--- config.mk ---
export PLATFORM = sky130hd
export DESIGN_NAME = lsu
export DESIGN_NICKNAME = d
export VERILOG_FILES = /design/src/rtl/lsu_pkg.sv /design/src/rtl/lsu_align.sv /design/src/rtl/lsu.sv
export SDC_FILE = /design/constraint.sdc
export NUM_CORES = 1
export LEC_CHECK = 0
export ABC_AREA = 0
export CORE_ASPECT_RATIO = 1.5
export CORE_MARGIN = 2
export CORE_UTILIZATION = 47
export DETAILED_ROUTE_END_ITERATION = 7
export HOLD_SLACK_MARGIN = 0.1
export PLACE_DENSITY = 0.95
export SKIP_LAST_GASP = 1
export SLEW_MARGIN = 5
export SYNTH_ARGS = -nofsm -noshare
export SYNTH_HDL_FRONTEND = slang
export SYNTH_SLANG_ARGS = --single-unit
--- constraint.sdc ---
create_clock -name clk -period 2.55 [get_ports clk]
set_input_delay 0.51 -clock clk [delete_from_list [all_inputs] [get_ports clk]]
set_output_delay 0.51 -clock clk [all_outputs]
set_load 0.01 [all_outputs]
--- src/rtl/lsu_pkg.sv ---
// Shared definitions for the load/store unit: FSM states, RV32 func3 width codes
// and byte-strobe patterns.
package lsu_pkg;

  typedef enum logic [1:0] {
    ST_IDLE = 2'd0,
    ST_REQ  = 2'd1,
    ST_WAIT = 2'd2
  } lsu_state_e;

  localparam logic [2:0] F3_LB  = 3'b000;
  localparam logic [2:0] F3_LH  = 3'b001;
  localparam logic [2:0] F3_LW  = 3'b010;
  localparam logic [2:0] F3_LBU = 3'b100;
  localparam logic [2:0] F3_LHU = 3'b101;
  localparam logic [2:0] F3_SB  = 3'b000;
  localparam logic [2:0] F3_SH  = 3'b001;
  localparam logic [2:0] F3_SW  = 3'b010;

  localparam logic [3:0] STRB_NONE = 4'b0000;
  localparam logic [3:0] STRB_B    = 4'b0001;
  localparam logic [3:0] STRB_H    = 4'b0011;
  localparam logic [3:0] STRB_W    = 4'b1111;

  // func3[1:0] encodes access size for both loads and stores (01 = half, 10 = word).
  function automatic logic is_misaligned(input logic [2:0] f3, input logic [1:0] a);
    return ((f3[1:0] == 2'b01) && a[0]) || ((f3[1:0] == 2'b10) && (a != 2'b00));
  endfunction

endpackage

--- src/rtl/lsu_align.sv ---
// Combinational lane logic: load extract/extend and store strobe/replication.
module lsu_align
  import lsu_pkg::*;
#(
  parameter int DATA_WIDTH = 32
) (
  input  logic [DATA_WIDTH-1:0] rdata,
  input  logic [1:0]            addr_lo,
  input  logic [2:0]            func3,
  input  logic [DATA_WIDTH-1:0] wdata,
  output logic [DATA_WIDTH-1:0] load_val,
  output logic [3:0]            wstrb,
  output logic [DATA_WIDTH-1:0] store_data
);

  logic [7:0]  byte_sel;
  logic [15:0] half_sel;

  always_comb begin
    byte_sel = rdata[{addr_lo, 3'b000} +: 8];
    half_sel = rdata[{addr_lo[1], 4'b0000} +: 16];

    load_val = '0;
    case (func3)
      F3_LB:   load_val = {{(DATA_WIDTH-8){byte_sel[7]}}, byte_sel};
      F3_LBU:  load_val = {{(DATA_WIDTH-8){1'b0}}, byte_sel};
      F3_LH:   load_val = {{(DATA_WIDTH-16){half_sel[15]}}, half_sel};
      F3_LHU:  load_val = {{(DATA_WIDTH-16){1'b0}}, half_sel};
      F3_LW:   load_val = rdata;
      default: load_val = '0;
    endcase

    wstrb      = STRB_NONE;
    store_data = wdata;
    case (func3)
      F3_SB: begin
        wstrb      = STRB_B << addr_lo;
        store_data = {(DATA_WIDTH/8){wdata[7:0]}};
      end
      F3_SH: begin
        wstrb      = STRB_H << {addr_lo[1], 1'b0};
        store_data = {(DATA_WIDTH/16){wdata[15:0]}};
      end
      F3_SW:   wstrb = STRB_W;
      default: wstrb = STRB_NONE;
    endcase
  end

endmodule

--- src/rtl/lsu.sv ---
// Load/store stage: one outstanding data-memory access, registered writeback pulse.
// Optional LSU_MISALIGN_CHECK_EN rejects misaligned half/word accesses at accept.
module lsu
  import lsu_pkg::*;
#(
  parameter int DATA_WIDTH     = 32,
  parameter int ADDR_WIDTH     = 32,
  parameter int REG_ADDR_WIDTH = 5,
  parameter int TIMEOUT_CYCLES = 255
) (
  input  logic                      clk,
  input  logic                      rst,
  input  logic                      req_valid_i,
  output logic                      req_ready_o,
  input  logic                      is_load_i,
  input  logic                      is_store_i,
  input  logic [2:0]                func3_i,
  input  logic [ADDR_WIDTH-1:0]     addr_i,
  input  logic [DATA_WIDTH-1:0]     wdata_i,
  input  logic [REG_ADDR_WIDTH-1:0] rd_i,
  output logic                      dmem_req_valid_o,
  input  logic                      dmem_req_ready_i,
  output logic [ADDR_WIDTH-1:0]     dmem_addr_o,
  output logic                      dmem_wen_o,
  output logic [3:0]                dmem_wstrb_o,
  output logic [DATA_WIDTH-1:0]     dmem_wdata_o,
  input  logic                      dmem_rsp_valid_i,
  input  logic [DATA_WIDTH-1:0]     dmem_rdata_i,
  output logic [DATA_WIDTH-1:0]     wrtbck_val_idu_o,
  output logic [REG_ADDR_WIDTH-1:0] rd_idu_o,
  output logic                      wrtbck_en_idu_o,
  output logic                      lsu_busy_o,
  output logic                      lsu_err_o
);

  localparam int CNT_W = $clog2(TIMEOUT_CYCLES + 1);
  localparam logic [CNT_W-1:0] CNT_LAST = CNT_W'(TIMEOUT_CYCLES - 1);

  lsu_state_e state_q, state_d;

  logic [ADDR_WIDTH-1:0]     addr_q;
  logic [DATA_WIDTH-1:0]     wdata_q;
  logic [2:0]                func3_q;
  logic [REG_ADDR_WIDTH-1:0] rd_q;
  logic                      is_load_q;
  logic [CNT_W-1:0]          cnt_q;

  logic [DATA_WIDTH-1:0]     wb_val_q;
  logic [REG_ADDR_WIDTH-1:0] wb_rd_q;
  logic                      wb_en_q;
  logic                      err_q;

  logic                      accept, reject, rsp_done, timeout, handshake, misalign;
  logic [DATA_WIDTH-1:0]     load_val, store_data;
  logic [3:0]                wstrb;

`ifdef LSU_MISALIGN_CHECK_EN
  assign misalign = is_misaligned(func3_i, addr_i[1:0]);
`else
  assign misalign = 1'b0;
`endif

  always_ff @(posedge clk) begin
    if (rst) state_q <= ST_IDLE;
    else     state_q <= state_d;
  end

  always_comb begin
    state_d   = state_q;
    accept    = 1'b0;
    reject    = 1'b0;
    handshake = 1'b0;
    rsp_done  = 1'b0;
    timeout   = 1'b0;
    case (state_q)
      ST_IDLE: begin
        if (req_valid_i && (is_load_i || is_store_i)) begin
          if (misalign) begin
            reject = 1'b1;
          end else begin
            accept  = 1'b1;
            state_d = ST_REQ;
          end
        end
      end
      ST_REQ: begin
        if (dmem_req_ready_i) begin
          handshake = 1'b1;
          state_d   = ST_WAIT;
        end
      end
      ST_WAIT: begin
        if (dmem_rsp_valid_i) begin
          rsp_done = 1'b1;
          state_d  = ST_IDLE;
        end else if (cnt_q == CNT_LAST) begin
          timeout = 1'b1;
          state_d = ST_IDLE;
        end
      end
      default: state_d = ST_IDLE;
    endcase
  end

  always_ff @(posedge clk) begin
    if (rst) begin
      addr_q    <= '0;
      wdata_q   <= '0;
      func3_q   <= '0;
      rd_q      <= '0;
      is_load_q <= 1'b0;
      cnt_q     <= '0;
      wb_val_q  <= '0;
      wb_rd_q   <= '0;
      wb_en_q   <= 1'b0;
      err_q     <= 1'b0;
    end else begin
      wb_en_q <= 1'b0;
      err_q   <= reject | timeout;
      if (accept) begin
        addr_q    <= addr_i;
        wdata_q   <= wdata_i;
        func3_q   <= func3_i;
        rd_q      <= rd_i;
        is_load_q <= is_load_i;  // load wins when both flags are set
      end
      if (handshake) cnt_q <= '0;
      else if (state_q == ST_WAIT && !dmem_rsp_valid_i) cnt_q <= cnt_q + 1'b1;
      if (rsp_done && is_load_q) begin
        wb_en_q  <= (rd_q != '0);
        wb_val_q <= load_val;
        wb_rd_q  <= rd_q;
      end
    end
  end

  lsu_align #(.DATA_WIDTH(DATA_WIDTH)) u_align (
    .rdata      (dmem_rdata_i),
    .addr_lo    (addr_q[1:0]),
    .func3      (func3_q),
    .wdata      (wdata_q),
    .load_val   (load_val),
    .wstrb      (wstrb),
    .store_data (store_data)
  );

  // Write-side controls are only meaningful while the request is on the bus.
  assign req_ready_o      = (state_q == ST_IDLE);
  assign lsu_busy_o       = (state_q != ST_IDLE);
  assign dmem_req_valid_o = (state_q == ST_REQ);
  assign dmem_addr_o      = {addr_q[ADDR_WIDTH-1:2], 2'b00};
  assign dmem_wen_o       = dmem_req_valid_o && !is_load_q;
  assign dmem_wstrb_o     = dmem_wen_o ? wstrb : STRB_NONE;
  assign dmem_wdata_o     = dmem_wen_o ? store_data : '0;
  assign wrtbck_val_idu_o = wb_val_q;
  assign rd_idu_o         = wb_rd_q;
  assign wrtbck_en_idu_o  = wb_en_q;
  assign lsu_err_o        = err_q;

endmodule
# Yosys cells after proc, flatten, opt, wreduce, memory -nomap -nowiden
# Cells that the tools add are included.
dict set report word_totals {
  register_bits 122
  elab_cells 60
}
dict set report classes {
  n_reduce_logical 15
  n_addsub 1
  n_mux 17
  shift 4
  bitwise 2
  eq_ne 10
}
# operator count
set ops {}
lappend ops {{$pmux 32 s5} 1}
lappend ops {{$pmux 32 s2} 1}
lappend ops {{$mux 32} 1}
lappend ops {{$shiftx 32x6->16} 1}
lappend ops {{$shiftx 32x6->8} 1}
lappend ops {{$pmux 4 s3} 1}
lappend ops {{$add 8x1->8 const B} 1}
lappend ops {{$eq 8x8->1 const B} 1}
lappend ops {{$mux 2} 4}
lappend ops {{$mux 1} 7}
lappend ops {{$eq 3x3->1 const B} 2}
lappend ops {{$pmux 2 s3} 1}
lappend ops {{$reduce_bool 5->1} 1}
lappend ops {{$logic_and 1x1->1} 4}
lappend ops {{$mux 4} 1}
lappend ops {{$ne 2x1->1 const B} 2}
lappend ops {{$reduce_or 2->1} 2}
lappend ops {{$shl 1x2->4 const A} 1}
lappend ops {{$shl 2x2->4 const A} 1}
lappend ops {{$eq 3x1->1 const B} 1}
lappend ops {{$eq 3x2->1 const B} 1}
lappend ops {{$logic_not 3->1} 1}
lappend ops {{$ne 3x3->1 const B} 1}
lappend ops {{$reduce_and 3->1} 1}
lappend ops {{other kinds (8)} 10}

# Depth between registers and ports, before layout
# Gate-level depths: netlist of run 1.
dict set report depth {
  depth_word 5
  ltp_mapped 7
  mapped_depth_nobuf 7
}

# Modules after synthesis
# Synthesis of run 1 repeated with hierarchy kept, for this count alone.
dict set report unflattened {
  hier_cells 830
  hier_area_um2 6570.1
}
# mod cells_per_inst seq_area_each_um2 instances area_each_um2
set by_module_without_submodules {}
lappend by_module_without_submodules {lsu 635 2442.3 1 5082.4}
lappend by_module_without_submodules {lsu_align 195 0.0 1 1487.7}

# Worst setup path after synthesis of run 1
# OpenSTA, ideal clock, no wires.
dict set report synth_timing {
  path_kind {register -> output}
  from {reg func3_q[0]}
  to {out dmem_wdata_o[29]}
  arrival_time_ns 1.462
  path_stages_with_launch 5
  setup_slack_ns 0.578
  t_required_ns 2.040
  n_path_buf 2
  path_cell_list {dfxtp_1 buf_1 buf_2 mux2i_1 a211oi_1}
}
dict set report synth_via {
  elab_chain_len 3
  word_cells_on_any_way 4
}
# element line
set synth_rtl {}
lappend synth_rtl {{start, declared} lsu.sv:43} ;# logic [2:0] func3_q;
lappend synth_rtl {{start signal, assigned} lsu.sv:123} ;# func3_q <= func3_i;
lappend synth_rtl {{$eq 3x1->1 / $logic_not 3->1 (equally long branches)} lsu_align.sv:35} ;# case (func3)
lappend synth_rtl {{$pmux 32 s2 *} lsu_align.sv:35}
lappend synth_rtl {{$mux 32 *} lsu.sv:154} ;# assign dmem_wdata_o = dmem_wen_o ? store_data : '0;
lappend synth_rtl {{end, declared} lsu.sv:26} ;# output logic [DATA_WIDTH-1:0] dmem_wdata_o,
# Mark *: on every way between the ends. The rest lies on a longest branch, timed or not.

# Final worst setup path of run 1
dict set report layout_timing {
  from {reg state_q[1]}
  to {out dmem_wdata_o[23]}
}
dict set report layout_via {
  elab_chain_len 3
}
# element line
set layout_rtl {}
lappend layout_rtl {{start, declared} lsu.sv:39} ;# lsu_state_e state_q, state_d;
lappend layout_rtl {{start signal, assigned} lsu.sv:65} ;# else state_q <= state_d;
lappend layout_rtl {{$eq 2x1->1} lsu.sv:150} ;# assign dmem_req_valid_o = (state_q == ST_REQ);
lappend layout_rtl {{$logic_and 1x1->1} lsu.sv:152} ;# assign dmem_wen_o = dmem_req_valid_o && !is_load_q;
lappend layout_rtl {{$mux 32} lsu.sv:154}
# No other way between the ends.

==> out/metrics.cfg, run 1 <==
[clock_tree]
clk_latency_ns = 0.41
clk_pin_slew_ns = 0.06
cts.hold.buffers_added = 0
cts_made_buffers = 17
cts_root_buffer = clkbuf_16
cts_tree = yes
clock-sinks = 122
cts_buffer_depth = 2
htreeDepth = 4

[sta]
final-max-slew-violation-count = 0
worst_slack_ns = 0.00497
hold_viol = 0
fin_skew_ns = 0.00614
holdWs_ns = 0.451
rsz0062_at_grt = yes
finalCritPeriodShare = 0.998
period_needed_ns = 2.55
fmax_ghz = 0.393
slew_headroom = 0.619
worst_pin_slew_ns = 0.570
setup_tns_ns = 0
setup_viol = 0

[layout]
n_antenna_cell = 0
nFillCells = 849
final_common_cell = nand2_1
regArea_mm2 = 0.00244
multi_input_area_mm2 = 0.00265
final_nets = 995
drive_above_1_share = 0.0927
finalNonFillerCells = 1045
layout_common_cells = nand2_1 (200), clkdlybuf4s50_1 (188), dfxtp_1 (120)
final_core_utilization = 0.723
area_growth_pct = 50.1

[global_routing]
grt_max_degree = 61
grt_pass1_wl_mm = 27.9
grt_use_met2 = 0.505
grt_pass1_vias = 5711
grt-ovfl-total = 0
grt_usage = 0.283
antenna_found_initial = 0
top_usage_layer = met2
met3_usage = 0.0903
grtUsageMet1 = 0.280

[drt]
detail-route-antenna-nets = 0
dr.first_iter.drc_count = 370
drcViolationCount = 0
post_drt_wl_per_cell_um = 17.2
wl_mm = 18.0
routed-via-count = 5749
vias_per_cell = 5.50
drt_pass1_iterations = 5

[synthesis]
yosysTopAreaCell = dfxtp_1
syn_inst = 694
async_reset_ff_frac = 0
synthFlopType = dfxtp_1
avgSynthCellArea_um2 = 7.96
synth_top_area_frac = 0.442
synth.area.top_cells = dfxtp_1 (44%), nand2_1 (14%), a21oi_1 (9.6%), buf_4 (4.3%), mux2i_1 (3.8%)
ys_seq_area_frac = 0.442
synth_edf_count = 0
synth_cell_types = 45
yosys_warnings = 0
ys_ff_latch = 122
syn_area_mm2 = 0.00553

[worst_setup_path]
cp.arrival_ns = 2.04
required_ns = 2.04
cp_max_fo = 24
startpoint_type = flop
crit_family = buffers and inverters
cp_slowest_cell = clkdlybuf4s50_1
path_cells = and2b_2 > nand2b_1 > buf_4 > a21oi_1 > clkdlybuf4s50_1
criticalPathCategory = flop to output pin
cpPeakStageDelay_ns = 0.55
crit_buf_inv = 2
cp-end-kind = output pin

[power]
clkPwrFrac = 0.448
switchingPower_w = 0.00133
intPower_w = 0.00380
p_per_area_mw_per_mm2 = 618
p_comb_frac = 0.155
ir_drop_mv = 0.484
sw_frac_of_total = 0.259
pwr-share-seq = 0.398
p_leak_nw = 3.29

[placement]
hpwl_mm = 13.1
pre_cts_ws_ns = 0.237
portBuffers = 219
placedCellCount = 1011
place_congestion = 1.05

[run]
maxCapViolCount = 0

[die]
io_pins = 222
die_y_um = 137
start_util = 0.482
die-area_mm2 = 0.0127
core_mm2 = 0.0115
rows = 48
die_w_um = 92.5

[worst_hold_path]
min_path_type = flop to flop

[run_status]
status = finished, final reports clean

-- worst min-delay path, stage by stage (launching register included) --
cell     delay [ns]
dfxtp_1        0.30
nand2_1        0.05
a21oi_1        0.05
-- repair_timing --
| action | CTS | global route |
|---|---|---|
| endpoints found under the hold margin | 0 | 0 |
| setup buffers | 2 | 0 |
| gates resized for setup | 24 | 13 |
| setup endpoints to repair | 29 | 12 |
-- metrics by stage --
stage | total power (W) | area [um2]
after detailed placement | 0.00286 | 7710
after global routing | 0.00532 | 8300
final | 0.00513 | 8300
after global placement | 0.00284 | 7710
after floorplan | 0.00247 | 5530
after CTS | 0.00515 | 8260
-- metal layers --
| metal | routed length [um] | vias to the layer above | share of wire |
|---|---|---|---|
| met2 | 9280 | 301 | 0.52 |
| met4 | 875 | 0 | 0.049 |
| met3 | 1510 | 74 | 0.084 |
| met1 | 6300 | 2660 | 0.35 |
| li1 | - | 2714 | - |
| met5 | 0 | - | 0 |
-- synthesized netlist by cell type (3+ instances only) --
cell,n
a211oi_1,10
a21oi_1,106
a221o_1,16
a221oi_1,10
a32o_1,6
and2_1,8
buf_1,3
buf_2,5
buf_4,32
clkbuf_1,37
dfxtp_1,122
inv_1,7
mux2_2,8
mux2i_1,21
nand2_1,201
nand2b_1,5
nor2_1,33
o21ai_0,14
o22ai_1,12
or3_1,4
xor2_1,3
-- cell type report --
cell class / count / area share
Clock buffer: 20 / 0.0526
Sequential cell: 122 / 0.295
Multi-Input combinational cell: 486 / 0.320
Timing Repair Buffer: 247 / 0.292
Inverter: 8 / 0.00362
Tap cell: 150 / 0.0226
Clock inverter: 12 / 0.0151
-- power by group through the flow --
stage	logic [W]	registers, W	clock network (W)
2_1_floorplan	0.000409	0.00206	0
3_3_place_gp	0.000766	0.00207	0
3_5_place_dp	0.000780	0.00208	0
4_1_cts	0.000784	0.00204	0.00233
5_1_grt	0.000853	0.00205	0.00243
6_report	0.000793	0.00204	0.00230
-- state kept, by name, summed over array words and instances, names as in the netlist, 2 cells and up --
name and count:
addr_q 32, wdata_q 32, wrtbck_val_idu_o 32, cnt_q 8
rd_idu_o 5, rd_q 5, func3_q 3, state_q 2
-- cells by family (layout without fill, tap and decap cells) --
logic type                 after synthesis  in the layout  synth area share
xor gates and xnor gates                 5              5           0.00793
and+or+nand+nor                        268            268             0.203
DFF                                    122            122             0.442
AOI/OAI and AO/OA                      180            180             0.204
other                                    1              2          0.000679
adders and majority gates                2              2           0.00453
buffers and inverters                   87            287            0.0835
muxes                                   29             29            0.0543
-- worst paths after layout --
check | startpoint | end | slack [ns] | depth (start not counted)
max | state_q[1] | dmem_wdata_o[23] | 0.005 | 5
min | addr_q[10] | addr_q[10] | 0.45 | 2
max reg2reg | func3_q[1] | wrtbck_val_idu_o[2] | 0.66 | 6
min reg2reg | addr_q[10] | addr_q[10] | 0.45 | 2
No activity file was read; power rests on OpenSTA's default activity.
==> run 2: changes to the inputs <==
--- a/config.mk
+++ b/config.mk
@@ -9,7 +9,10 @@
 export CORE_ASPECT_RATIO = 1.5
 export CORE_MARGIN = 2
 export CORE_UTILIZATION = 47
+export CTS_BUF_LIST = sky130_fd_sc_hd__clkbuf_16
 export DETAILED_ROUTE_END_ITERATION = 7
+export GPL_ROUTABILITY_DRIVEN = 0
+export GPL_TIMING_DRIVEN = 1
 export HOLD_SLACK_MARGIN = 0.1
 export PLACE_DENSITY = 0.95
 export SKIP_LAST_GASP = 1
==> run 2 against run 1 <==
  * Largest power group unchanged
  * Die area stayed put
  * Critical path depth did not move
  * Hold slack about the same
  * Core utilization unchanged
  * Critical path type unchanged
==> out/metrics.cfg, run 2 (same netlist as run 1, synthesis figures left out) <==
[sta]
final-max-slew-violation-count = 0  ; unchanged
fmax_ghz = 0.393  ; about the same
setup_viol = 0  ; unchanged
slew_headroom = 0.619  ; about the same
worst_slack_ns = 0.00532  ; was 0.00497 ns
worst_pin_slew_ns = 0.570  ; about the same
hold_viol = 0  ; unchanged
period_needed_ns = 2.54  ; was 2.55 ns
rsz0062_at_grt = yes  ; unchanged
fin_skew_ns = 0.00715  ; was 0.00614 ns
finalCritPeriodShare = 0.998  ; about the same

[worst_setup_path]
crit_cells = 5  ; unchanged
cp-end-kind = output pin  ; unchanged
ff2ff_setup_slack_ns = 0.66  ; about the same
criticalPathCategory = flop to output pin  ; unchanged
crit_family = buffers and inverters  ; unchanged
r2r-end = wrtbck_val_idu_o[2]  ; unchanged
startpoint_type = flop  ; unchanged
critPathCapture = dmem_wdata_o[23]  ; unchanged
critPathLaunch = state_q[1]  ; unchanged
reg2reg_depth = 6  ; unchanged
cp.arrival_ns = 2.03  ; was 2.04 ns
required_ns = 2.04  ; about the same
rr_startpoint = func3_q[1]  ; unchanged
path_cells = and2b_2 > nand2b_1 > buf_4 > a21oi_1 > clkdlybuf4s50_1  ; unchanged
crit_buf_inv = 2  ; unchanged
cp_slowest_cell = clkdlybuf4s50_1  ; unchanged
cpPeakStageDelay_ns = 0.55  ; about the same
cp_max_fo = 24  ; unchanged

[clock_tree]
clock-sinks = 122  ; unchanged
clk_pin_slew_ns = 0.06  ; about the same
clk_latency_ns = 0.41  ; about the same
cts_root_buffer = clkbuf_16  ; unchanged
cts_made_buffers = 17  ; unchanged
cts_buffer_depth = 2  ; unchanged
cts_tree = yes  ; unchanged
htreeDepth = 4  ; unchanged

[die]
die-area_mm2 = 0.0127  ; unchanged
die_y_um = 137  ; unchanged
start_util = 0.482  ; unchanged
die_w_um = 92.5  ; unchanged
rows = 48  ; unchanged
core_mm2 = 0.0115  ; unchanged
io_pins = 222  ; unchanged

[worst_hold_path]
min_path_type = flop to flop  ; unchanged
whs_path_depth = 2  ; unchanged

[drt]
wl_mm = 17.9  ; was 18.0 mm
post_drt_wl_per_cell_um = 17.1  ; was 17.2 um
routed-via-count = 5774  ; was 5749
detail-route-antenna-nets = 0  ; unchanged
vias_per_cell = 5.53  ; was 5.50
drt_pass1_iterations = 5  ; unchanged
drcViolationCount = 0  ; unchanged
dr.first_iter.drc_count = 371  ; was 370

[placement]
pre_cts_ws_ns = 0.237  ; unchanged
placedCellCount = 1011  ; unchanged
portBuffers = 219  ; unchanged
hpwl_mm = 13.1  ; unchanged

[layout]
nFillCells = 849  ; unchanged
n_antenna_cell = 0  ; unchanged
area_growth_pct = 50.1  ; unchanged
final_common_cell = nand2_1  ; unchanged
drive_above_1_share = 0.0927  ; unchanged
final_nets = 995  ; unchanged
layout_common_cells = nand2_1 (200), clkdlybuf4s50_1 (188), dfxtp_1 (120)  ; unchanged
finalNonFillerCells = 1045  ; unchanged

[global_routing]
antenna_found_initial = 0  ; unchanged
grt_pass1_wl_mm = 27.9  ; unchanged
grt_max_degree = 61  ; unchanged
grt-ovfl-total = 0  ; unchanged
grt_pass1_vias = 5711  ; unchanged
grt_usage = 0.283  ; unchanged

[run]
maxCapViolCount = 0  ; unchanged

[run_status]
status = finished, final reports clean  ; unchanged

[power]
ir_drop_mv = 0.483  ; was 0.484 mV
p_per_area_mw_per_mm2 = 617  ; was 618 mW/mm2
p_leak_nw = 3.30  ; was 3.29 nW

-- run 2: cell type report --
cell class	count	area, um2	share of cell area
inverters	8	30.0	0.00362
flip-flops and latches	122	2440	0.295
multi-input cells	486	2650	0.320
clock inverters	15	136	0.0164
clock buffers	17	425	0.0513
well taps	150	188	0.0226
repair buffers	247	2420	0.292
-- run 2: how the worst min path moves through the flow --
| stage | from | to |
|---|---|---|
| after CTS | addr_q[4] | addr_q[4] |
| final | addr_q[10] | addr_q[10] |
| after global routing | addr_q[6] | addr_q[6] |
| after global placement | wrtbck_val_idu_o[13] | wrtbck_val_idu_o[13] |
| after detailed placement | wrtbck_val_idu_o[6] | wrtbck_val_idu_o[6] |
| after floorplan | wdata_q[16] | wdata_q[16] |
-- run 2: per-layer routing --
layer | GRT usage | up-vias | wire (um) | part of all wire
li1 | - | 2716 | - | -
met1 | 0.280 | 2692 | 6290 | 0.35
met2 | 0.505 | 295 | 9310 | 0.52
met3 | 0.0903 | 71 | 1480 | 0.082
met4 | 0.181 | 0 | 844 | 0.047
met5 | 0 | - | 0 | 0
-- run 2: timing repair --
item	CTS	global route
buffers inserted	2	0
gates resized for setup	24	13
setup endpoints to repair	29	12
hold endpoints to repair	0	0
hold buffers	0	0
-- run 2: worst min-delay path, cell delays in order, from the launching register on --
cell and delay, ns:
dfxtp_1 0.30, nand2_1 0.05, a21oi_1 0.05
-- run 2: where the power goes --
part,switching (W),internal (W),total [W]
Sequential,0.0000565,0.00198,0.00204
Combinational,0.000402,0.000390,0.000792
Clock,0.000867,0.00142,0.00228
-- run 2: per-stage QoR --
stage | hold WS, ns | util | TNS [ns] | power, W | instance area [um2]
finish | 0.451 | 0.723 | 0 | 0.00511 | 8300
global route | 0.475 | 0.723 | -0.0506 | 0.00531 | 8300
CTS | 0.453 | 0.720 | -0.237 | 0.00514 | 8260
detailed placement | 0.445 | 0.672 | 0 | 0.00286 | 7710
global placement | 0.436 | 0.672 | 0 | 0.00284 | 7710
floorplan | 0.437 | - | 0 | 0.00247 | 5530
==> run 3: changes to the inputs <==
--- a/config.mk
+++ b/config.mk
@@ -6,6 +6,7 @@
 export NUM_CORES = 1
 export LEC_CHECK = 0
 export ABC_AREA = 0
+export ABC_CLOCK_PERIOD_IN_PS = 2550
 export CORE_ASPECT_RATIO = 1.5
 export CORE_MARGIN = 2
 export CORE_UTILIZATION = 47
==> results of run 3 <==
Same layout as run 2: the final DEF is identical, and so are final timing and power.
